--- config.mk ---
export PLATFORM = sky130hd
export DESIGN_NAME = seq_calculator
export DESIGN_NICKNAME = d
export VERILOG_FILES = /design/src/rtl/seq_calculator.sv
export SDC_FILE = /design/constraint.sdc
export NUM_CORES = 1
export LEC_CHECK = 0
export ABC_CLOCK_PERIOD_IN_PS = 3700
export BUFFER_PORTS_ARGS = -buffer_cell sky130_fd_sc_hd__buf_2
export CAP_MARGIN = 20
export CORE_MARGIN = 2
export CORE_UTILIZATION = 40
export DETAILED_ROUTE_END_ITERATION = 10
export SLEW_MARGIN = 20
export SYNTH_ARGS = -nofsm -noshare
export SYNTH_HDL_FRONTEND = slang
export SYNTH_SLANG_ARGS = --single-unit
--- constraint.sdc ---
create_clock -name clk -period 3.7 [get_ports clk]
set_clock_uncertainty 0.2 [all_clocks]
set_input_delay 0.555 -clock clk [delete_from_list [all_inputs] [get_ports clk]]
set_output_delay 0.555 -clock clk [all_outputs]
set_load 0.05 [all_outputs]
--- src/rtl/seq_calculator.sv ---
// seq_calculator
//   Handshaked add/sub/mul/div unit on WIDTH-bit operands, unsigned or
//   two's-complement. Multiply is a sequential shift-add engine, divide a
//   sequential restoring engine; both run on magnitudes and fix the sign
//   afterwards.
// Ports:
//   clk, rst            clock, asynchronous active-high reset
//   in_valid/in_ready   command handshake (in_ready high only when idle)
//   op                  00 add, 01 sub, 10 mul, 11 div
//   signed_mode         1 = two's-complement operands
//   a, b                operands (a = dividend, b = divisor)
//   out_valid/out_ready result handshake
//   result              2*WIDTH result ({remainder, quotient} for div)
//   carry, ovf, dbz, zero  status flags, registered with result
module seq_calculator #(
  parameter int WIDTH = 8
) (
  input  logic               clk,
  input  logic               rst,
  input  logic               in_valid,
  output logic               in_ready,
  input  logic [1:0]         op,
  input  logic               signed_mode,
  input  logic [WIDTH-1:0]   a,
  input  logic [WIDTH-1:0]   b,
  output logic               out_valid,
  input  logic               out_ready,
  output logic [2*WIDTH-1:0] result,
  output logic               carry,
  output logic               ovf,
  output logic               dbz,
  output logic               zero
);

  localparam int CW = $clog2(WIDTH) + 1;

  typedef enum logic [2:0] {IDLE, MUL, DIV, FIX, OUT} state_t;

  state_t             state;
  logic [2*WIDTH-1:0] mcand_reg;
  logic [WIDTH-1:0]   mplier_reg;
  logic [2*WIDTH-1:0] acc_reg;
  logic [WIDTH-1:0]   rem_reg;
  logic [WIDTH-1:0]   quo_reg;
  logic [WIDTH-1:0]   dvsr_reg;
  logic [CW-1:0]      cnt_reg;
  logic               neg_q_reg;
  logic               neg_r_reg;
  logic               ovf_pend_reg;
  logic               is_mul_reg;

  assign in_ready = (state == IDLE);

  // Add/sub path, evaluated on the live inputs in the accept cycle.
  logic [WIDTH:0]       add_sum, sub_diff;
  logic [WIDTH-1:0]     as_low;
  logic                 as_carry, as_ovf;
  logic [2*WIDTH-1:0]   as_result;

  assign add_sum   = {1'b0, a} + {1'b0, b};
  // a + ~b + 1: bit WIDTH is the no-borrow indicator (a >= b unsigned).
  assign sub_diff  = {1'b0, a} + {1'b0, ~b} + {{WIDTH{1'b0}}, 1'b1};
  assign as_low    = op[0] ? sub_diff[WIDTH-1:0] : add_sum[WIDTH-1:0];
  assign as_carry  = op[0] ? sub_diff[WIDTH] : add_sum[WIDTH];
  assign as_ovf    = signed_mode & (as_low[WIDTH-1] != a[WIDTH-1]) &
                     (op[0] ? (a[WIDTH-1] != b[WIDTH-1]) : (a[WIDTH-1] == b[WIDTH-1]));
  assign as_result = {{WIDTH{signed_mode & as_low[WIDTH-1]}}, as_low};

  // Operand magnitudes; signed MIN maps to 2^(WIDTH-1) as an unsigned value.
  logic             a_neg, b_neg, div_zero, min_neg1;
  logic [WIDTH-1:0] a_mag, b_mag;

  assign a_neg    = signed_mode & a[WIDTH-1];
  assign b_neg    = signed_mode & b[WIDTH-1];
  assign a_mag    = a_neg ? -a : a;
  assign b_mag    = b_neg ? -b : b;
  assign div_zero = (b == '0);
  assign min_neg1 = signed_mode & (a == {1'b1, {(WIDTH-1){1'b0}}}) & (b == '1);

  // One restoring-division step: shift in the next dividend bit, subtract
  // the divisor if it fits. The partial remainder stays below the divisor,
  // so WIDTH+1 bits hold the shifted value without loss.
  logic [WIDTH:0] div_shift, div_sub;
  logic           div_ge;

  assign div_shift = {rem_reg, quo_reg[WIDTH-1]};
  assign div_ge    = (div_shift >= {1'b0, dvsr_reg});
  assign div_sub   = div_shift - {1'b0, dvsr_reg};

  // Sign fix-up applied in FIX.
  logic [2*WIDTH-1:0] fix_result;
  logic [WIDTH-1:0]   q_fixed, r_fixed;

  assign q_fixed    = neg_q_reg ? -quo_reg : quo_reg;
  assign r_fixed    = neg_r_reg ? -rem_reg : rem_reg;
  assign fix_result = is_mul_reg ? (neg_q_reg ? -acc_reg : acc_reg) : {r_fixed, q_fixed};

  always_ff @(posedge clk or posedge rst) begin
    if (rst) begin
      state        <= IDLE;
      out_valid    <= 1'b0;
      result       <= '0;
      carry        <= 1'b0;
      ovf          <= 1'b0;
      dbz          <= 1'b0;
      zero         <= 1'b0;
      mcand_reg    <= '0;
      mplier_reg   <= '0;
      acc_reg      <= '0;
      rem_reg      <= '0;
      quo_reg      <= '0;
      dvsr_reg     <= '0;
      cnt_reg      <= '0;
      neg_q_reg    <= 1'b0;
      neg_r_reg    <= 1'b0;
      ovf_pend_reg <= 1'b0;
      is_mul_reg   <= 1'b0;
    end else begin
      case (state)
        IDLE: begin
          if (in_valid) begin
            neg_q_reg    <= a_neg ^ b_neg;
            neg_r_reg    <= a_neg;
            ovf_pend_reg <= min_neg1;
            is_mul_reg   <= (op == 2'b10);
            cnt_reg      <= CW'(WIDTH);
            case (op)
              2'b10: begin
                mcand_reg  <= {{WIDTH{1'b0}}, a_mag};
                mplier_reg <= b_mag;
                acc_reg    <= '0;
                state      <= MUL;
              end
              2'b11: begin
                if (div_zero) begin
                  result    <= {a, {WIDTH{1'b1}}};
                  carry     <= 1'b0;
                  ovf       <= 1'b0;
                  dbz       <= 1'b1;
                  zero      <= 1'b0;  // quotient is all ones, never zero
                  out_valid <= 1'b1;
                  state     <= OUT;
                end else begin
                  rem_reg  <= '0;
                  quo_reg  <= a_mag;
                  dvsr_reg <= b_mag;
                  state    <= DIV;
                end
              end
              default: begin
                result    <= as_result;
                carry     <= as_carry;
                ovf       <= as_ovf;
                dbz       <= 1'b0;
                zero      <= (as_result == '0);
                out_valid <= 1'b1;
                state     <= OUT;
              end
            endcase
          end
        end
        MUL: begin
          acc_reg    <= acc_reg + (mplier_reg[0] ? mcand_reg : '0);
          mcand_reg  <= mcand_reg << 1;
          mplier_reg <= mplier_reg >> 1;
          cnt_reg    <= cnt_reg - CW'(1);
          if (cnt_reg == CW'(1)) state <= FIX;
        end
        DIV: begin
          rem_reg <= div_ge ? div_sub[WIDTH-1:0] : div_shift[WIDTH-1:0];
          quo_reg <= {quo_reg[WIDTH-2:0], div_ge};
          cnt_reg <= cnt_reg - CW'(1);
          if (cnt_reg == CW'(1)) state <= FIX;
        end
        FIX: begin
          result    <= fix_result;
          carry     <= 1'b0;
          ovf       <= is_mul_reg ? 1'b0 : ovf_pend_reg;
          dbz       <= 1'b0;
          zero      <= (fix_result == '0);
          out_valid <= 1'b1;
          state     <= OUT;
        end
        OUT: begin
          if (out_ready) begin
            out_valid <= 1'b0;
            state     <= IDLE;
          end
        end
        default: state <= IDLE;
      endcase
    end
  end

endmodule

# Yosys cells after proc, flatten, opt, wreduce, memory -nomap -nowiden
# Cells that the tools add are included.
[word_totals]
reg_bits = 96
in_bits = 23
[op_classes]
eq_ne = 20
addsub = 11
n_mux = 59
n_bitwise = 10
n_reduce_logical = 18
n_lt_le_gt_ge = 1
[op_table]
columns = ["operator", "count"]
rows = [
  ["$mux W16", 9],
  ["$pmux W16 S2", 4],
  ["$mux W8", 14],
  ["$pmux W8 S2", 3],
  ["$logic_not A16 Y1", 2],
  ["$neg A8 Y8", 4],
  ["$add A8 B8 Y9", 2],
  ["$pmux W1 S2", 9],
  ["$add A16 B16 Y16", 1],
  ["$eq A8 B8 Y1 const B", 2],
  ["$neg A16 Y16", 1],
  ["$mux W3", 4],
  ["$pmux W3 S4", 1],
  ["$reduce_and A4 Y1", 3],
  ["$mux W1", 11],
  ["$add A9 B1 Y9 const B", 1],
  ["$ge A9 B8 Y1", 1],
  ["$logic_not A8 Y1", 1],
  ["$ne A2 B2 Y1 const B", 4],
  ["$not A8 Y8", 1],
  ["$pmux W4 S2", 1],
  ["$reduce_bool A2 Y1", 4],
  ["$sub A8 B8 Y8", 1],
  ["$and A1 B1 Y1", 7],
  ["21 further kinds", 28],
]

# Longest topological paths before layout
[logic_depth]
word_depth = 10
depth_mapped = 13

# Worst setup path after synthesis
# Ideal clock, no wire load.
[synth_path]
path_type = "register to register"
from = "register mplier_reg[0]"
to = "register acc_reg[14]"
required_time_ps = 3379
period_less_slack_ps = 3290
setup_slack_ps = 410
path_buffers = 1
arrival_time_ps = 2969
stages_incl_launch_ff = 14
cell_sequence = "dfrtp_1 > clkbuf_1 > and2_1 > ha_1 > fa_1 > a21o_1 > a21oi_1 > o21ai_1 > o41ai_2 > o21ai_1 > o41a_1 > a21oi_1 > xnor2_1 > a22o_1"
[synth_via]
elab_chain_cells = 3
[synth_lines]
columns = ["item", "line", "text"]
rows = [
  ["from (decl)", "41", "logic [WIDTH-1:0] mplier_reg;"],
  ["from (signal assigned)", "130", "mplier_reg <= b_mag;"],
  ["from (signal assigned)", "165", "mplier_reg <= mplier_reg >> 1;"],
  ["$mux W16", "163", "acc_reg <= acc_reg + (mplier_reg[0] ? mcand_reg : '0);"],
  ["$add A16 B16 Y16", "163", ""],
  ["$pmux W16 S2", "119", "case (state)"],
  ["to (signal assigned)", "163", ""],
  ["to (decl)", "42", "logic [2*WIDTH-1:0] acc_reg;"],
]
# No other way between the ends.
# A chain may end at the register's enable or synchronous reset.

# Worst setup path in the final report
[layout_path]
from = "register mcand_reg[0]"
to = "register acc_reg[14]"
[layout_via]
elab_chain_cells = 3
[layout_lines]
columns = ["item", "line", "text"]
rows = [
  ["from (decl)", "40", "logic [2*WIDTH-1:0] mcand_reg;"],
  ["from (signal assigned)", "129", "mcand_reg <= {{WIDTH{1'b0}}, a_mag};"],
  ["from (signal assigned)", "164", "mcand_reg <= mcand_reg << 1;"],
  ["$mux W16", "163", ""],
  ["$add A16 B16 Y16", "163", ""],
  ["$pmux W16 S2", "119", ""],
]
# No other way between the ends.

==> run_results.csv <==
group,metric,value,unit
run_status,outcome,"finished, final reports clean",
detailed_routing,drt_iter0_drc,440,
setup_path,reg2reg_depth,12,
yosys,avgSynthCellArea,8.46,um2
finish,area_growth,10.7,%
yosys,ys_types,64,
timing,hold_viol_final,0,
pwr,switchingPower,3.30,mW
detailed_routing,viasPerCell,5.50,
clock_tree,hold_buffers,0,
setup_path,path_cells,"and2_1, ha_1, fa_1, a21o_1, a21oi_1, o21ai_1, o41ai_2, o21ai_1, o41a_1, a21oi_1, xnor2_1, a22o_1",
yosys,synthesis.area,7030,um2
pwr,p_per_area,874,nW/um2
pwr,ir_drop,473,uV
placement,gp_congestion,0.891,
yosys,synth_nets,905,
floorplan,die_w,137,um
timing,fin_crit,3340,ps
clock_tree,post_cts_buffers,0,
yosys,synthFlopType,"dfrtp_1",
placement,io_buffers,44,
worst_hold_path,hold_class,"in2async",
clock_tree,ctsResizeCount,0,
finish,layout-drive-gt1-share,0.106,
yosys,netlist_instances,831,
floorplan,start_util,0.408,
clock_tree,path_clk_slew,80,ps
finish,nets,934,
finish,antenna_cells,0,
yosys,synth-edff-count,0,
yosys,ys_warn_count,0,
pwr,power.internal,3.50,mW
setup_path,rrSetupSlack,360,ps
yosys,yosysSeqAreaShare,0.342,
pwr,clkPwrFrac,0.139,
yosys,synthMuxAreaShare,0.0247,
floorplan,core_area,17200,um2
detailed_routing,first_pass_iters,7,
clock_tree,h-tree-depth,3,
yosys,ys_seq_elements,96,
detailed_routing,ant_nets,0,
setup_path,cp.buffers_inverters,0,
global_route,grt_pass1_wl,29.8,mm
global_route,grt_pass1_vias,5603,
pwr,p_seq_frac,0.291,
detailed_routing,drc,0,
setup_path,cp_slowest_cell,"fa_1",
floorplan,die_h,137,um
global_route,grtUsageTotal,0.204,
clock_tree,cts_tree,"built",
finish,final_cell_mix,"96 x nand2_1, 96 x dfrtp_1, 85 x o21ai_0",
setup_path,critPathArrivalTime,3380,ps
clock_tree,cts_buffer_depth,2,
yosys,synthSimpleGateAreaFrac,0.184,
floorplan,rows,48,
timing,fmax,0.300,GHz
yosys,synth_compound_area_frac,0.231,
setup_path,r2r-start,"mcand_reg[0]$_DFFE_PP0P_",
global_route,antenna_found_initial,0,
timing,slew_viol_final,0,
timing,finalSetupTns,0,ps
yosys,synth_xor_xnor_area_share,0.0735,
detailed_routing,vias,6000,
clock_tree,cts_buffers,9,
timing,relSlewSlack,0.438,
pwr,swShare,0.486,
yosys,synth_top_family_by_area,"compound AO/OA/AOI/OAI gates",
placement,dp_hpwl,14.1,mm
pwr,p_total,6.80,mW
setup_path,start_kind,"flip-flop",
timing,fin_crit_sh,0.902,
job,maxCapViolCount,0,
clock_tree,clock-sinks,96,
setup_path,rr_endpoint,"acc_reg[14]$_DFFE_PP0P_",
clock_tree,root_buffer,"clkbuf_16",
detailed_routing,wirelength,18.1,mm
global_route,grt_start_max_net_pins,62,
detailed_routing,wl_per_cell,16.6,um
pwr,power_frac_comb,0.570,
timing,setup_viol,0,
yosys,synthAdderAreaFrac,0.0950,
timing,worstMarginPinSlew,843,ps
floorplan,num_io_pins,45,
yosys,async_flop_share,1.00,
setup_path,endpoint_kind,"flip-flop",
setup_path,worst_path_largest_cell_delay,410,ps
setup_path,crit_family,"compound AO/OA/AOI/OAI gates",
setup_path,cp.required,3740,ps
finish,nFillCells,1723,
clock_tree,clkLatencyLatePin,360,ps
pwr,leakagePower,3.59,nW
timing,rsz0062_at_grt,"false",
floorplan,dieArea,18700,um2
global_route,grt-ovfl-total,0,
setup_path,crit_type,"reg2reg",
setup_path,path_max_fanout,3,
==> layer usage <==
metal,share of wire,vias up,track usage,wire length [um]
li1,-,3000,-,-
met5,0,-,0,0
met3,0.059,28,0.0374,1080
met1,0.48,2814,0.297,8760
met2,0.43,158,0.307,7870
met4,0.022,0,0.0625,398
==> power by group through the flow <==
stage,Clock [mW],Combinational (mW),Sequential (mW)
after global routing,1.01,4.32,2.06
after CTS,0.966,3.89,1.98
after detailed placement,0,3.87,2.00
after global placement,0,3.84,1.99
final,0.947,3.88,1.98
after floorplan,0,2.70,2.20
==> cells in the mapped netlist, types with 3 or more instances <==
master / number / area [um2]
mux2i_1: 14 / 140
xor2_1: 19 / 166
clkbuf_1: 31 / 116
buf_1: 3 / 11.3
xnor2_1: 40 / 350
o21bai_1: 3 / 22.5
a22o_1: 24 / 210
ha_1: 47 / 588
nor4b_1: 4 / 35.0
buf_6: 3 / 33.8
o21ai_0: 85 / 425
fa_1: 4 / 80.1
o41ai_1: 4 / 35.0
o22a_1: 8 / 70.1
inv_1: 43 / 161
or3_1: 8 / 50.1
a211oi_1: 5 / 37.5
dfrtp_1: 96 / 2400
a21boi_0: 5 / 37.5
nand3_1: 19 / 95.1
buf_2: 3 / 15.0
o21ai_1: 4 / 20.0
and2_1: 19 / 119
a31oi_1: 3 / 18.8
nor2b_1: 9 / 56.3
a21o_1: 10 / 75.1
nand2b_1: 9 / 56.3
nand2_1: 96 / 360
o31a_1: 3 / 26.3
nor3_1: 11 / 55.1
o21a_1: 4 / 30.0
o31ai_1: 10 / 75.1
nor2_1: 69 / 259
nand3b_1: 4 / 30.0
nor4_1: 4 / 25.0
a21oi_1: 60 / 300
o22ai_1: 8 / 50.1
nand4_1: 6 / 37.5
or4_1: 3 / 22.5
==> layout make-up <==
type,count,area [um2],share of cell area
Inverter,43,164,0.0211
Timing Repair Buffer,59,345,0.0444
Clock inverter,5,45.0,0.00579
Tap cell,225,282,0.0362
Sequential cell,96,2400,0.309
Clock buffer,11,253,0.0325
Multi-Input combinational cell,651,4290,0.551
==> per-stage QoR <==
| stage | util | cells | instance area, um2 | worst slack [ps] | hold WS [ps] |
|---|---|---|---|---|---|
| after CTS | 0.452 | 1090 | 7780 | 321 | 168 |
| after global placement | 0.434 | 1074 | 7480 | 410 | 258 |
| after detailed placement | 0.434 | 1074 | 7480 | 321 | 261 |
| after floorplan | - | 831 | 7030 | 410 | 242 |
| after global routing | 0.452 | 1090 | 7780 | 136 | 203 |
| final | 0.452 | 1090 | 7780 | 364 | 124 |
==> logic make-up after synthesis <==
| group | Yosys count |
|---|---|
| AO/OA/AOI/OAI | 253 |
| XOR/XNOR | 59 |
| adder cells (fa/ha/maj) | 51 |
| buffers and inverters | 84 |
| flip-flops | 96 |
| multiplexers | 16 |
| AND/OR/NAND/NOR | 272 |
==> how the worst max path moves through the flow <==
stage,from,to,slack (ps),cells past startpoint
final,mcand_reg[0]$_DFFE_PP0P_,acc_reg[14]$_DFFE_PP0P_,360,12
after global placement,mcand_reg[0]$_DFFE_PP0P_,acc_reg[14]$_DFFE_PP0P_,410,12
after global routing,mcand_reg[0]$_DFFE_PP0P_,acc_reg[14]$_DFFE_PP0P_,140,12
after detailed placement,mcand_reg[0]$_DFFE_PP0P_,acc_reg[14]$_DFFE_PP0P_,320,12
after CTS,mcand_reg[0]$_DFFE_PP0P_,acc_reg[14]$_DFFE_PP0P_,320,12
after floorplan,mplier_reg[0]$_DFFE_PP0P_,acc_reg[14]$_DFFE_PP0P_,410,13
(Power assumes the default switching activity.)
